File: config.mk
export PLATFORM = sky130hd
export DESIGN_NAME = operand_loader
export DESIGN_NICKNAME = d
export VERILOG_FILES = /design/src/rtl/operand_loader.sv
export SDC_FILE = /design/constraint.sdc
export NUM_CORES = 1
export LEC_CHECK = 0
export ABC_CLOCK_PERIOD_IN_PS = 6500
export CORE_ASPECT_RATIO = 2
export CORE_MARGIN = 2
export CORE_UTILIZATION = 34
export DETAILED_ROUTE_END_ITERATION = 8
export GPL_ROUTABILITY_DRIVEN = 0
export GPL_TIMING_DRIVEN = 0
export PLACE_DENSITY = 0.71
export SLEW_MARGIN = 10
export SYNTH_ARGS = -nofsm -noshare
export SYNTH_HDL_FRONTEND = slang
export SYNTH_SLANG_ARGS = --single-unit
File: constraint.sdc
create_clock -name clk -period 6.5 [get_ports clk]
set_input_delay 1.625 -clock clk [delete_from_list [all_inputs] [get_ports clk]]
set_output_delay 1.625 -clock clk [all_outputs]
set_load 0.05 [all_outputs]
File: src/rtl/operand_loader.sv
// Serial-to-parallel operand collector: gathers 16 bytes over valid/ready and
// presents them in parallel, held stable until the downstream stage releases.
module operand_loader #(
  parameter int DATAWIDTH = 8
) (
  input  logic                 clk,
  input  logic                 rst,
  input  logic [DATAWIDTH-1:0] in_data,
  input  logic                 in_valid,
  output logic                 in_ready,
  input  logic                 flush,
  output logic [DATAWIDTH-1:0] a,
  output logic [DATAWIDTH-1:0] b,
  output logic [DATAWIDTH-1:0] c,
  output logic [DATAWIDTH-1:0] d,
  output logic [DATAWIDTH-1:0] e,
  output logic [DATAWIDTH-1:0] f,
  output logic [DATAWIDTH-1:0] g,
  output logic [DATAWIDTH-1:0] h,
  output logic [DATAWIDTH-1:0] i,
  output logic [DATAWIDTH-1:0] j,
  output logic [DATAWIDTH-1:0] k,
  output logic [DATAWIDTH-1:0] l,
  output logic [DATAWIDTH-1:0] m,
  output logic [DATAWIDTH-1:0] n,
  output logic [DATAWIDTH-1:0] o,
  output logic [DATAWIDTH-1:0] p,
  output logic                 out_valid,
  input  logic                 out_ready,
  output logic [4:0]           fill_level
);

  typedef enum logic {
    FILL = 1'b0,
    HOLD = 1'b1
  } state_t;

  state_t               state_r;
  logic [3:0]           idx_r;
  logic [4:0]           fill_level_r;
  logic                 out_valid_r;
  logic [DATAWIDTH-1:0] slots_r [16];
  logic                 accept_s;

  // Ready drops the instant flush or reset is seen so a coincident byte is never taken
  assign in_ready = (state_r == FILL) && !flush && !rst;
  assign accept_s = in_ready && in_valid;

  // Frame sequencing: fill slots in order, hold the full frame until released
  always_ff @(posedge clk or posedge rst) begin
    if (rst) begin
      state_r      <= FILL;
      idx_r        <= 4'd0;
      fill_level_r <= 5'd0;
      out_valid_r  <= 1'b0;
      for (int s = 0; s < 16; s++) begin
        slots_r[s] <= '0;
      end
    end else if (flush) begin
      state_r      <= FILL;
      idx_r        <= 4'd0;
      fill_level_r <= 5'd0;
      out_valid_r  <= 1'b0;
    end else begin
      case (state_r)
        FILL: begin
          if (accept_s) begin
            slots_r[idx_r] <= in_data;
            idx_r          <= idx_r + 4'd1;
            fill_level_r   <= fill_level_r + 5'd1;
            if (idx_r == 4'd15) begin
              state_r     <= HOLD;
              out_valid_r <= 1'b1;
            end else begin
              state_r     <= FILL;
              out_valid_r <= 1'b0;
            end
          end else begin
            state_r <= FILL;
          end
        end
        HOLD: begin
          if (out_ready) begin
            state_r      <= FILL;
            idx_r        <= 4'd0;
            fill_level_r <= 5'd0;
            out_valid_r  <= 1'b0;
          end else begin
            state_r <= HOLD;
          end
        end
        default: begin
          state_r      <= FILL;
          idx_r        <= 4'd0;
          fill_level_r <= 5'd0;
          out_valid_r  <= 1'b0;
        end
      endcase
    end
  end

  assign out_valid  = out_valid_r;
  assign fill_level = fill_level_r;

  // Slot values drive the outputs straight from flops so downstream sees no glitches
  assign a = slots_r[0];
  assign b = slots_r[1];
  assign c = slots_r[2];
  assign d = slots_r[3];
  assign e = slots_r[4];
  assign f = slots_r[5];
  assign g = slots_r[6];
  assign h = slots_r[7];
  assign i = slots_r[8];
  assign j = slots_r[9];
  assign k = slots_r[10];
  assign l = slots_r[11];
  assign m = slots_r[12];
  assign n = slots_r[13];
  assign o = slots_r[14];
  assign p = slots_r[15];

endmodule

==> results.txt <==
Routed Antenna Nets = 0
syn_nets = 362
top cells by count, synth = 139 x dfrtp_1, 129 x mux2_2, 10 x nand3_2, 9 x clkbuf_1, 5 x ha_1
TritonCTS clock tree = yes
worst-margin pin slew = 0.795 ns
Reg2Reg Capture Point = a[5]
final-stage net count = 529
worst hold slack = 0.498 ns
critical-path maximum fanout = 5
GRT Util Overall = 16.0%
post-synthesis sequential area ratio = 62.8%
full die area = 17,400 um^2
hold_sp = j[6]
hold crit path type = flop to flop
Internal = 1.51 mW
max-slew violation count = 0
initial antenna violation count = 0
PwrDens = 271 nW/um^2
CTS resizes = 0
flops & latches, synth = 139
Die Ht = 184 um
Final setup viols = 0
post-synthesis instance area = 5540 um^2
critical path's most frequent cell = clkdlybuf4s50_1
Finished Core Util = 48.8%
RSZ-0062 raised after global routing = false
number of synthesis warnings = 0
dpl hpwl = 9.10 mm
via/cell ratio = 4.87
grt met2 use = 25.9%
CTS Buf Count = 17
Worst Hold Path EP = j[6]
row cnt = 66
CP Cell Sequence = clkdlybuf4s50_1 -> or2_2 -> nor2_1 -> clkdlybuf4s50_1
skew final = 0.0108 ns
initial core utilization = 34.4%
final WL = 13.5 mm
relative slew slack = 47.0%
Post-synth EDFFs = 0
Post-CTS Hold Buffers = 0
status = finished, final reports clean
port buffer count = 147
crit path capture type = output port
ANT cells = 0
Fin. Hold Viols = 0
largest buffer count on any clock path = 2
Worst path slowest cell = clkdlybuf4s50_1
Fmax achieved = 196 MHz
setup tns final = 0 ns
worst skew pair latency = 0.41 ns
pin count of the biggest net entering global routing = 80
H-tree levels = 4
Syn Area/Cell = 16.1 um^2
synth top area cells = dfrtp_1 63%, mux2_2 26%, nand3_2 1.8%
Setup crit start = flush
fraction of layout cells with a size suffix above 1 = 35.7%
met1 Use GR = 20.1%
net switching power = 0.621 mW
max_cap viols = 0
area grow syn2layout = 41.9%
async set or reset register ratio after synthesis = 100%
number of global-route vias before repair = 3,726
# clock sinks = 139
CP arrival = 3.47 ns
DRT iter0 DRCs = 100
predominant post-synthesis flop cell = dfrtp_1
post-route insts no fill = 728
Placed Cells = 696
Post-CTS Setup Bufs = 0
crit-path max cell delay = 0.82 ns
DRC violations left = 0
vias = 3,543
Final period util = 78.3%
post-synth top area share = 62.8%
WHS Path Cells = 1
GRT overflow = 0
post-synthesis cell type count = 31
first-pass GRT wire length = 20.9 mm
Syn Inst Count = 344
# IOs = 148
count leader, synth = dfrtp_1
Static Leakage = 3.71 nW
Reg2Reg Depth = 4
root buffer cell = clkbuf_16
Net Sw Frac = 29.1%
M3 GR Usage = 5.97%
GR peak layer = met2
Clock Power Share = 43.2%
Comb power frac = 13.7%
DIE WIDTH = 94.2 um
Reg clk slew, reported paths = 0.06 ns
min cycle time layout = 5.09 ns
reg2reg start = state_r
Worst Path Required = 4.88 ns
leading area contributor after synthesis = dfrtp_1
Pre-antenna DRT Iters = 4
Worst R2R Setup Slack = 4.44 ns
Peak supply drop = 0.183 mV
DR WL/cell = 18.6 um
Sequential Power Share = 43.1%
CORE AREA = 16,100 um^2
CP Launch Type = primary input
CP Class = primary input to output port
==> metal layers <==
metal	vias up	part of all wire [%]	wire length (um)
li1	1583	-	-
met5	-	0	0
met4	0	1.0	136
met2	133	48	6550
met1	1820	41	5620
met3	7	9.2	1240
==> cell usage in the layout (no fill, tap or decap), drive strengths merged, types with 3 or more instances in the layout <==
cell and instances:
clkbuf 27, inv 12, clkdlybuf4s50 147, dfrtp 139, ha 5, mux2i 3
nor2 3, mux2 130, nand4 4, buf 8, clkinvlp 4, nand3 17
nand2 3
==> kinds of logic after synthesis <==
kind of cell,Yosys count,synth area share (%)
fa+ha+maj,5,1.13
mux,133,27.0
compound gates,11,1.58
buf+inv,19,1.63
flops,139,62.8
simple gates,37,5.87
==> power by group through the flow <==
stage	registers [mW]	logic, mW	clock network (mW)
after floorplan	1.06	0.0634	0
after global placement	0.934	0.290	0
after detailed placement	0.935	0.296	0
after CTS	0.919	0.297	0.947
after global routing	0.922	0.309	0.984
final	0.919	0.292	0.921
==> how the worst max path moves through the flow <==
stage / endpoint / slack (ns) / cells past startpoint
2_1_floorplan: a[0] / 1.15 / 1
3_3_place_gp: h[1] / -0.85 / 2
3_5_place_dp: in_ready / 1.43 / 4
4_1_cts: in_ready / 1.42 / 4
5_1_grt: in_ready / 1.33 / 4
6_report: in_ready / 1.41 / 4
==> per-stage QoR <==
stage          power, mW  setup WS, ns  instance area (um^2)
6_report            2.13          1.41                  7860
5_1_grt             2.22          1.33                  7860
4_1_cts             2.16          1.42                  7860
3_5_place_dp        1.23          1.43                  7300
3_3_place_gp        1.22        -0.852                  7260
2_1_floorplan       1.12          1.15                  5540
==> final cells by class <==
cell class                      count  area, um^2
Buffer                             16        78.8
Clock buffer                       18         439
Clock inverter                     14         123
Fill cell                        1424        8240
Inverter                            3        16.3
Multi-Input combinational cell    186        1970
Sequential cell                   139        3480
Tap cell                          204         255
Timing Repair Buffer              148        1500
==> worst max-delay path: cells and delay by family <==
kind | cells | cell delay [ns]
buffers and inverters | 2 | 1.34
AND/OR/NAND/NOR | 2 | 0.51
No activity file was read; power rests on OpenSTA's default activity.
